[src/rtl/pipe_muladd_pkg.sv]
// pipe_muladd_pkg: shared divider/multiply-add widths so both sides of a round trip agree
package pipe_muladd_pkg;
  localparam int DEND_W = 16;
  localparam int SOR_W = 10;
  localparam int ACC_W = DEND_W + SOR_W;
endpackage

[src/rtl/pipe_muladd_if.sv]
// pipe_muladd_if: input triple and reconstructed-dividend result of pipe_muladd
interface pipe_muladd_if
  import pipe_muladd_pkg::*;
#(
  parameter int DEND_W_P = DEND_W,
  parameter int SOR_W_P = SOR_W
);
  logic                        valid_i;
  logic [DEND_W_P-1:0]         quotient_i;
  logic [SOR_W_P-1:0]          divisor_i;
  logic [SOR_W_P-1:0]          remainder_i;
  logic                        valid_o;
  logic [DEND_W_P+SOR_W_P-1:0] dividend_o;
  logic                        err_o;
  modport master (output valid_i, quotient_i, divisor_i, remainder_i, input valid_o, dividend_o, err_o);
  modport slave (input valid_i, quotient_i, divisor_i, remainder_i, output valid_o, dividend_o, err_o);
endinterface

[src/rtl/pipe_muladd_stage.sv]
// pipe_muladd_stage: one shift-add step, adding quotient<<K when divisor bit K is set
module pipe_muladd_stage #(
  parameter int K = 0,
  parameter int DEND_W = 16,
  parameter int SOR_W = 10
) (
  input  logic                    clk,
  input  logic                    rst_n,
  input  logic                    i_valid,
  input  logic [DEND_W-1:0]       i_quot,
  input  logic [SOR_W-1:0]        i_div,
  input  logic [DEND_W+SOR_W-1:0] i_acc,
  input  logic                    i_err,
  output logic                    o_valid,
  output logic [DEND_W-1:0]       o_quot,
  output logic [SOR_W-1:0]        o_div,
  output logic [DEND_W+SOR_W-1:0] o_acc,
  output logic                    o_err
);
  localparam int ACC_W = DEND_W + SOR_W;
  logic [ACC_W-1:0] w_add;
  assign w_add = i_div[K] ? ACC_W'(i_quot) << K : '0;
  always_ff @(posedge clk or negedge rst_n) begin
    if (!rst_n) begin
      o_valid <= 1'b0;
      o_quot  <= '0;
      o_div   <= '0;
      o_acc   <= '0;
      o_err   <= 1'b0;
    end else begin
      o_valid <= i_valid;
      o_quot  <= i_quot;
      o_div   <= i_div;
      o_acc   <= i_acc + w_add;
      o_err   <= i_err;
    end
  end
endmodule

[src/rtl/pipe_muladd.sv]
// pipe_muladd: pipelined quotient*divisor+remainder, one divisor bit per stage,
// flagging triples that no divider could have produced
module pipe_muladd
  import pipe_muladd_pkg::*;
#(
  parameter int DEND_W_P = DEND_W,
  parameter int SOR_W_P = SOR_W
) (
  input logic clk,
  input logic rst_n,
  pipe_muladd_if.slave bus
);
  localparam int AW = DEND_W_P + SOR_W_P;
  logic                w_valid [SOR_W_P+1];
  logic [DEND_W_P-1:0] w_quot  [SOR_W_P+1];
  logic [SOR_W_P-1:0]  w_div   [SOR_W_P+1];
  logic [AW-1:0]       w_acc   [SOR_W_P+1];
  logic                w_err   [SOR_W_P+1];
  assign w_valid[0] = bus.valid_i;
  assign w_quot[0]  = bus.quotient_i;
  assign w_div[0]   = bus.divisor_i;
  assign w_acc[0]   = AW'(bus.remainder_i);
  assign w_err[0]   = (bus.divisor_i == '0) || (bus.remainder_i >= bus.divisor_i);
  for (genvar k = 0; k < SOR_W_P; k++) begin : g_stage
    pipe_muladd_stage #(.K(k), .DEND_W(DEND_W_P), .SOR_W(SOR_W_P)) u_stage (
      .clk     (clk),
      .rst_n   (rst_n),
      .i_valid (w_valid[k]),
      .i_quot  (w_quot[k]),
      .i_div   (w_div[k]),
      .i_acc   (w_acc[k]),
      .i_err   (w_err[k]),
      .o_valid (w_valid[k+1]),
      .o_quot  (w_quot[k+1]),
      .o_div   (w_div[k+1]),
      .o_acc   (w_acc[k+1]),
      .o_err   (w_err[k+1])
    );
  end
  assign bus.valid_o    = w_valid[SOR_W_P];
  assign bus.dividend_o = w_acc[SOR_W_P];
  assign bus.err_o      = w_err[SOR_W_P];
endmodule

[src/flat_wrapper.sv]
// flat-port wrapper written by rule: the top's interface ports become plain ports
module pipe_muladd_flat import pipe_muladd_pkg::*;
#(
  parameter int DEND_W_P = DEND_W,
  parameter int SOR_W_P = SOR_W
)
  (clk, rst_n, bus_valid_i, bus_quotient_i, bus_divisor_i, bus_remainder_i, bus_valid_o, bus_dividend_o, bus_err_o);
  pipe_muladd_if #(.DEND_W_P(DEND_W_P), .SOR_W_P(SOR_W_P)) bus_i ();
  input logic clk;
  input logic rst_n;
  input wire logic [$bits(bus_i.valid_i)-1:0] bus_valid_i;
  input wire logic [$bits(bus_i.quotient_i)-1:0] bus_quotient_i;
  input wire logic [$bits(bus_i.divisor_i)-1:0] bus_divisor_i;
  input wire logic [$bits(bus_i.remainder_i)-1:0] bus_remainder_i;
  output wire logic [$bits(bus_i.valid_o)-1:0] bus_valid_o;
  output wire logic [$bits(bus_i.dividend_o)-1:0] bus_dividend_o;
  output wire logic [$bits(bus_i.err_o)-1:0] bus_err_o;
  assign bus_i.valid_i = bus_valid_i;
  assign bus_i.quotient_i = bus_quotient_i;
  assign bus_i.divisor_i = bus_divisor_i;
  assign bus_i.remainder_i = bus_remainder_i;
  assign bus_valid_o = bus_i.valid_o;
  assign bus_dividend_o = bus_i.dividend_o;
  assign bus_err_o = bus_i.err_o;
  pipe_muladd #(.DEND_W_P(DEND_W_P), .SOR_W_P(SOR_W_P)) u_core (.clk(clk), .rst_n(rst_n), .bus(bus_i));
endmodule
[config.mk]
export PLATFORM = sky130hd
export DESIGN_NAME = pipe_muladd_flat
export DESIGN_NICKNAME = d
export VERILOG_FILES = /design/src/rtl/pipe_muladd_pkg.sv /design/src/rtl/pipe_muladd_if.sv /design/src/rtl/pipe_muladd_stage.sv /design/src/rtl/pipe_muladd.sv /design/src/flat_wrapper.sv
export SDC_FILE = /design/constraint.sdc
export NUM_CORES = 1
export LEC_CHECK = 0
export CELL_PAD_IN_SITES_DETAIL_PLACEMENT = 0
export CELL_PAD_IN_SITES_GLOBAL_PLACEMENT = 1
export CORE_UTILIZATION = 45
export DETAILED_ROUTE_END_ITERATION = 8
export HOLD_SLACK_MARGIN = 0.02
export PLACE_DENSITY = 0.77
export REMOVE_ABC_BUFFERS = 1
export SYNTH_ARGS = -nofsm -noshare
export SYNTH_HDL_FRONTEND = slang
export SYNTH_HIERARCHICAL = 1
export SYNTH_SLANG_ARGS = --single-unit
export TNS_END_PERCENT = 30
[constraint.sdc]
create_clock -name clk -period 3.3 [get_ports clk]
set_clock_uncertainty 0.1 [all_clocks]
set_input_delay 0.99 -clock clk [delete_from_list [all_inputs] [get_ports clk]]
set_output_delay 0.99 -clock clk [all_outputs]
set_load 0.02 [all_outputs]
# After elaboration in Yosys (flattened, before gate mapping)
# Cells that the tools add are included.
[classes]
n_addsub = 10
reduce_logical = 2
mux = 10
n_lt_le_gt_ge = 1
[ops]
columns = ["cell", "n"]
rows = [
  ["$add A26 B17 Y26", 1],
  ["$add A26 B18 Y26", 1],
  ["$add A26 B19 Y26", 1],
  ["$add A26 B20 Y26", 1],
  ["$add A26 B21 Y26", 1],
  ["$add A26 B22 Y26", 1],
  ["$add A26 B23 Y26", 1],
  ["$add A26 B24 Y26", 1],
  ["$add A26 B25 Y26", 1],
  ["$mux W25", 1],
  ["$mux W24", 1],
  ["$mux W23", 1],
  ["$mux W22", 1],
  ["$mux W21", 1],
  ["$mux W20", 1],
  ["$mux W19", 1],
  ["$mux W18", 1],
  ["$add A10 B16 Y17", 1],
  ["$mux W17", 1],
  ["$mux W16", 1],
  ["$ge A10 B10 Y1", 1],
  ["$logic_not A10 Y1", 1],
  ["$logic_or A1 B1 Y1", 1],
]
[word_totals]
input_bits = 39
out_inout_bits = 28
regBits = 514

# Longest topological paths before layout
# Gate-level depths: netlist (run 1).
[depth]
ltp_word = 2
ltp_mapped = 11
ltp_nobuf = 10

# Hierarchy
# The synthesis (run 1) kept the hierarchy.
[modules_own_cells]
columns = ["mod", "cells_per_inst", "area_per_inst_um2", "n_inst"]
rows = [
  ["pipe_muladd_stage (u_core.g_stage[1].u_stage)", 234, 2587.5, 1],
  ["pipe_muladd_stage (u_core.g_stage[3].u_stage)", 233, 2526.2, 1],
  ["pipe_muladd_stage (u_core.g_stage[7].u_stage)", 212, 2483.6, 1],
  ["pipe_muladd_stage (u_core.g_stage[0].u_stage)", 212, 2457.4, 1],
  ["pipe_muladd_stage (u_core.g_stage[4].u_stage)", 203, 2413.6, 1],
  ["pipe_muladd_stage (u_core.g_stage[2].u_stage)", 191, 2368.5, 1],
  ["pipe_muladd_stage (u_core.g_stage[8].u_stage)", 199, 2343.5, 1],
  ["pipe_muladd_stage (u_core.g_stage[5].u_stage)", 185, 2326.0, 1],
  ["pipe_muladd_stage (u_core.g_stage[6].u_stage)", 177, 2248.4, 1],
  ["pipe_muladd_stage (u_core.g_stage[9].u_stage)", 173, 2248.4, 1],
  ["pipe_muladd", 36, 267.8, 1],
]

# Least setup slack after synthesis (run 1)
# No wires, ideal clock.
[synth_path]
path_type = "input -> register"
start = "input port bus_divisor_i[0]"
end = "register u_core.g_stage[0].u_stage.o_acc[15]"
required_ns = 3.120
t_arrival_ns = 2.737
setup_slack_ns = 0.383
path_stages = 9
path_cell_list = "clkbuf_1 and2_1 ha_1 a21oi_1 o21ai_0 and3_1 a311o_2 o221ai_1 xnor2_1"
[synth_via]
elab_chain_cells = 2
[synth_lines]
columns = ["element", "line", "text"]
rows = [
  ["from (decl)", "flat_wrapper.sv:13", "input wire logic [$bits(bus_i.divisor_i)-1:0] bus_divisor_i;"],
  ["$mux W16", "pipe_muladd_stage.sv:22", "assign w_add = i_div[K] ? ACC_W'(i_quot) << K : '0;"],
  ["$add A10 B16 Y17", "pipe_muladd_stage.sv:34", "o_acc <= i_acc + w_add;"],
  ["to (signal assigned)", "pipe_muladd_stage.sv:34", ""],
  ["to (decl)", "pipe_muladd_stage.sv:17", "output logic [DEND_W+SOR_W-1:0] o_acc,"],
]
# No other way between the ends.

# Worst setup path after layout (run 1)
[layout_path]
start = "input port bus_divisor_i[0]"
end = "register u_core.g_stage[0].u_stage.o_acc[16]"
# Same word-level chain as after synthesis.

==> flow_metrics.env, run 1 <==
export IMPL_status="completed"
export IMPL_cp_start_kind="input port"
export IMPL_register_area_um2=11700
export IMPL_dp_hpwl_um=32600
export IMPL_setup_ws_ns=0.195
export IMPL_fin_tns_setup_ns=0
export IMPL_rows=81
export IMPL_yosys_warnings=6
export IMPL_grt_pass1_vias=15800
export IMPL_finalHoldViolations=0
export IMPL_fin_util_pct=53.3
export IMPL_ir_worst_vdd_v=0.000432
export IMPL_grtUsageTotal_pct=17.6
export IMPL_cp_end_kind="register"
export IMPL_ant_nets=0
export IMPL_finalCritPeriodShare_pct=94.1
export IMPL_avgSynthCellArea_um2=11.3
export IMPL_numCtsBuffers=50
export IMPL_p_leak_nw=11.8
export IMPL_timing_rr_end="u_core/g_stage[3].u_stage/o_acc[23]"
export IMPL_cts_tree="done"
export IMPL_slew_limit_headroom_pct=58.9
export IMPL_multi_input_area_um2=10500
export IMPL_grt_max_degree=80
export IMPL_tightestPinTransition_ns=0.611
export IMPL_r2r_cells=10
export IMPL_ioPinCount=67
export IMPL_initial_utilization_pct=45.8
export IMPL_die_area_um2=50900
export IMPL_worstPathRequired_ns=3.70
export IMPL_routed_via_density=5.25
export IMPL_maxSlewViolCount=0
export IMPL_grt_pass1_wl_um=72200
export IMPL_layout_drive_gt1_share_pct=9.69
export IMPL_cts_setup_buffers=0
export IMPL_rsz0062_at_grt="no"
export IMPL_htreeDepth=2
export IMPL_dr_pass1_iters=4
export IMPL_r2r_start="u_core/g_stage[2].u_stage/o_div[3]"
export IMPL_n_antenna_cell=0
export IMPL_cts_clk_slew_worst_paths_ns=0.06
export IMPL_areaGrowthSynthToFinish_pct=16.4
export IMPL_hold_start="u_core/g_stage[7].u_stage/o_acc[7]"
export IMPL_syn_area_um2=22500
export IMPL_ctsRootBufferMaster="clkbuf_16"
export IMPL_place_ws_ns=-0.396
export IMPL_drt_initial_drc_count=621
export IMPL_final_nets=2367
export IMPL_post_cts_resize_count=0
export IMPL_arrival_ns=3.51
export IMPL_clock_latency_ns=0.59
export IMPL_overflow=0
export IMPL_die_h_um=226
export IMPL_place_gp_congestion=0.947
export IMPL_cts_buffer_depth=3
export IMPL_fin_crit_ns=3.10
export IMPL_setup_violations_final=0
export IMPL_power_density_nw_per_um2=820
export IMPL_clkSinkCount=469
export IMPL_antenna_found_initial=0
export IMPL_critPathMaxFanout=5
export IMPL_instances_no_fill=2852
export IMPL_port_buffers=66
export IMPL_cts_hold_buf=0
export IMPL_vias=15000
export IMPL_synthCells=1984
export IMPL_max_cap_viol_count=0
export IMPL_holdPathEnd="u_core/g_stage[8].u_stage/o_acc[7]"
export IMPL_dpl_cell_count=2760
export IMPL_routed_wl_um=42600
export IMPL_drcViolationCount=0
export IMPL_fmax_mhz=322
export IMPL_fill_cells=4272
export IMPL_routedWlPerCell_um=14.9
export IMPL_chipWidth_um=226
export IMPL_rrSetupSlack_ns=0.23
export IMPL_worstHoldPathCells=0
export IMPL_hold_class="reg -> reg"
export IMPL_core_um2=49200
export IMPL_critPathKind="in -> reg"
## registers in the layout, summed over array words and instances, names as in the netlist
register                        flops
u_core/g_stage.u_stage/o_div       45
u_core/g_stage.u_stage/o_err       10
u_core/g_stage.u_stage/o_acc      260
u_core/g_stage.u_stage/o_quot     144
u_core/g_stage.u_stage/o_valid     10
## critical path: stages
cell	delay, ns
clkdlybuf4s50_1	0.45
buf_4	0.14
and2_1	0.13
ha_1	0.16
inv_1	0.06
fa_1	0.40
nand2b_1	0.18
a21oi_1	0.23
o21a_1	0.23
a41oi_1	0.19
o21bai_1	0.21
xnor2_1	0.14
## power breakdown
group / internal (mW) / total (mW) / switching, mW
logic: 3.31 / 7.64 / 4.33
clock network: 3.72 / 5.98 / 2.27
registers: 7.25 / 7.85 / 0.595
total: 14.3 / 21.5 / 7.19
## how the worst max path moves through the flow
stage	cells past startpoint	endpoint	slack, ns	start
after floorplan	10	u_core/g_stage[0].u_stage/o_acc[16]	0.47	bus_quotient_i[0]
after global placement	12	u_core/g_stage[0].u_stage/o_acc[16]	-0.35	bus_divisor_i[0]
after detailed placement	12	u_core/g_stage[0].u_stage/o_acc[16]	-0.40	bus_divisor_i[0]
after CTS	12	u_core/g_stage[0].u_stage/o_acc[16]	0.23	bus_divisor_i[0]
after global routing	12	u_core/g_stage[0].u_stage/o_acc[16]	0.07	bus_divisor_i[0]
final	12	u_core/g_stage[0].u_stage/o_acc[16]	0.20	bus_divisor_i[0]
## cell usage in the layout (no fill, tap or decap), drive strengths merged, types with 42 or more instances in the layout
master / count
xor2: 74
clkbuf: 68
nor2: 94
clkdlybuf4s50: 65
and2: 163
nand4: 42
buf: 49
a21oi: 163
dfrtp: 469
o21ai: 89
a21o: 52
ha: 170
xnor2: 95
inv: 58
nand2: 109
## through the flow
| step | hold WS (ns) | power [mW] | instance area [µm²] |
|---|---|---|---|
| floorplan | 0.231 | 13.6 | 22500 |
| global placement | 0.232 | 15.4 | 24400 |
| detailed placement | 0.235 | 15.5 | 24400 |
| CTS | 0.245 | 21.7 | 26200 |
| global route | 0.250 | 22.9 | 26200 |
| finish | 0.244 | 21.5 | 26200 |
## per-layer routing
| layer | GRT usage, % | up-vias | share of wire (%) |
|---|---|---|---|
| met3 | 2.50 | 142 | 2.9 |
| li1 | - | 7359 | - |
| met4 | 10.6 | 0 | 5.5 |
| met2 | 35.0 | 262 | 55 |
| met1 | 16.8 | 7222 | 36 |
| met5 | 0 | - | 0 |
## final cells by class
type / count / area share (%)
well taps: 664 / 3.17
clock buffers: 68 / 5.38
multi-input cells: 1455 / 40.1
clock inverters: 24 / 1.55
flip-flops and latches: 469 / 44.8
inverters: 58 / 0.831
repair buffers: 114 / 4.11
No activity file was read; power rests on OpenSTA's default activity.
==> run 2, diff against run 1 <==
--- a/config.mk
+++ b/config.mk
@@ -9,11 +9,12 @@
 export CELL_PAD_IN_SITES_GLOBAL_PLACEMENT = 1
 export CORE_UTILIZATION = 45
 export DETAILED_ROUTE_END_ITERATION = 8
+export DONT_BUFFER_PORTS = 1
 export HOLD_SLACK_MARGIN = 0.02
-export PLACE_DENSITY = 0.77
+export PLACE_DENSITY = 0.75
 export REMOVE_ABC_BUFFERS = 1
 export SYNTH_ARGS = -nofsm -noshare
 export SYNTH_HDL_FRONTEND = slang
 export SYNTH_HIERARCHICAL = 1
 export SYNTH_SLANG_ARGS = --single-unit
-export TNS_END_PERCENT = 30
+export TNS_END_PERCENT = 5
==> run 2 against run 1 <==
Effect of this change: hold slack got worse by 0.24 ns; largest power group unchanged; critical endpoint is now u_core/g_stage[6].u_stage/o_acc[18]; die area stayed put; highest routed layer unchanged; global-route usage decreased by 0.54 points; first-iteration DRC count fell by 2.7%; largest cell class unchanged.
==> flow_metrics.env, run 2 (synthesis gave the netlist of run 1 again) <==
export IMPL_largest_register="u_core/g_stage.u_stage/o_acc"
export IMPL_rows=81
export IMPL_rsz0062_at_grt="no"
export IMPL_ioPinCount=67
export IMPL_antenna_found_initial=0
export IMPL_fin_crit_ns=2.91
export IMPL_cts_clk_slew_worst_paths_ns=0.06
export IMPL_ctsRootBufferMaster="clkbuf_16"
export IMPL_clkSinkCount=469
export IMPL_place_gp_congestion=0.933
export IMPL_cp_start_kind="register"
export IMPL_grtUsageTotal_pct=17.1
export IMPL_largest_reg_flops=260
export IMPL_cts_buffer_depth=3
export IMPL_htreeDepth=2
export IMPL_layout_drive_gt1_share_pct=8.16
export IMPL_clock_latency_ns=0.59
export IMPL_finalCritPeriodShare_pct=88.1
export IMPL_grt_max_degree=470
export IMPL_grt_pass1_vias=15100
export IMPL_vias=14500
export IMPL_critPathMaxFanout=16
export IMPL_drt_initial_drc_count=604
export IMPL_port_buffers=0
export IMPL_p_leak_nw=11.3
export IMPL_numCtsBuffers=51
export IMPL_chipWidth_um=226
export IMPL_die_h_um=226
export IMPL_areaGrowthSynthToFinish_pct=11.7
export IMPL_tightestPinTransition_ns=0.713
export IMPL_place_ws_ns=0.178
export IMPL_cts_tree="done"
export IMPL_fin_tns_setup_ns=0
export IMPL_setup_ws_ns=0.391
export IMPL_dp_hpwl_um=30600
export IMPL_critPathKind="reg -> reg"
export IMPL_routed_via_density=5.28
export IMPL_dr_pass1_iters=5
export IMPL_setup_violations_final=0
export IMPL_ir_worst_vdd_v=0.000411
export IMPL_ant_nets=0
export IMPL_initial_utilization_pct=45.8
export IMPL_routed_wl_um=41800
export IMPL_core_um2=49200
export IMPL_slew_limit_headroom_pct=51.9
export IMPL_maxSlewViolCount=0
export IMPL_final_common_cell="dfrtp_1"
export IMPL_worstPathRequired_ns=3.66
export IMPL_final_nets=2262
export IMPL_n_antenna_cell=0
export IMPL_max_cap_viol_count=0
export IMPL_reg_top3="u_core/g_stage.u_stage/o_acc x260, u_core/g_stage.u_stage/o_quot x144, u_core/g_stage.u_stage/o_div x45"
export IMPL_status="completed"
export IMPL_cts_setup_buffers=0
export IMPL_drcViolationCount=0
export IMPL_arrival_ns=3.27
export IMPL_final_cell_mix="dfrtp_1, ha_1, and2_1"
export IMPL_finalHoldViolations=0
export IMPL_fin_util_pct=51.1
export IMPL_cp_end_kind="register"
export IMPL_overflow=0
export IMPL_hold_class="in -> async"
export IMPL_die_area_um2=50900
export IMPL_routedWlPerCell_um=15.2
export IMPL_grt_pass1_wl_um=69800
export IMPL_power_density_nw_per_um2=829
export IMPL_post_cts_resize_count=0
export IMPL_fmax_mhz=344
-- run 2: cell count changes in the layout (fill, tap and decap cells not counted), sizes merged --
cell,delta
clkinv,-5
clkinvlp,-1
buf,-41
bufinv,-3
clkbuf,+9
inv,+2
clkdlybuf4s50,-65
-- run 2: cell type report --
class | count | area (µm²)
well taps | 664 | 831
clock inverters | 17 | 265
inverters | 58 | 218
flip-flops and latches | 469 | 11700
clock buffers | 77 | 1500
fillers | 4351 | 24000
multi-input cells | 1455 | 10500
repair buffers | 8 | 60.1
-- run 2: final timing paths --
check / startpoint / endpoint / slack [ns] / depth (start not counted)
min in group clk: u_core/g_stage[1].u_stage/o_err / u_core/g_stage[2].u_stage/o_err / 0.24 / 0
max in group asynchronous: rst_n / u_core/g_stage[8].u_stage/o_acc[14] / 2.51 / 0
setup / recovery: u_core/g_stage[5].u_stage/o_div[6] / u_core/g_stage[6].u_stage/o_acc[18] / 0.39 / 10
setup reg to reg: u_core/g_stage[5].u_stage/o_div[6] / u_core/g_stage[6].u_stage/o_acc[18] / 0.39 / 10
hold / removal: rst_n / u_core/g_stage[7].u_stage/o_valid / 0.005 / 0
hold reg to reg: u_core/g_stage[1].u_stage/o_err / u_core/g_stage[2].u_stage/o_err / 0.24 / 0
-- run 2: worst max-delay path, cell delays in order (launching register included) --
cell	delay, ns
dfrtp_1	0.51
and2_1	0.21
ha_1	0.20
fa_1	0.41
a21o_1	0.23
a221oi_2	0.22
buf_4	0.17
o211ai_1	0.16
a31o_1	0.26
a21o_1	0.18
xor2_1	0.13
-- run 2: per-layer routing --
| metal | global-route usage [%] | part of all wire (%) | vias up | routed length (µm) |
|---|---|---|---|---|
| met3 | 2.73 | 3.2 | 130 | 1350 |
| met1 | 16.4 | 37 | 6950 | 15400 |
| met2 | 33.7 | 55 | 271 | 22800 |
| met4 | 10.1 | 5.4 | 0 | 2260 |
| met5 | 0 | 0 | - | 0 |
| li1 | - | - | 7159 | - |
-- run 2: per-stage QoR --
| stage | cells | area (µm²) | power [mW] | hold slack, ns |
|---|---|---|---|---|
| after floorplan | 1982 | 22500 | 13.6 | 0.231 |
| after CTS | 2748 | 25100 | 21.0 | -0.0345 |
| after detailed placement | 2654 | 23400 | 15.0 | 0.235 |
| final | 2748 | 25100 | 20.8 | 0.00518 |
| after global routing | 2748 | 25100 | 22.2 | -0.0381 |
| after global placement | 2654 | 23400 | 14.9 | 0.231 |
-- run 2: where the power goes --
group	leakage [nW]	internal (mW)	switching, mW	total (mW)
Sequential	5.42	7.26	0.811	8.07
Clock	0.875	3.62	2.22	5.84
Combinational	5.02	2.97	3.94	6.91
Total	11.3	13.8	6.97	20.8
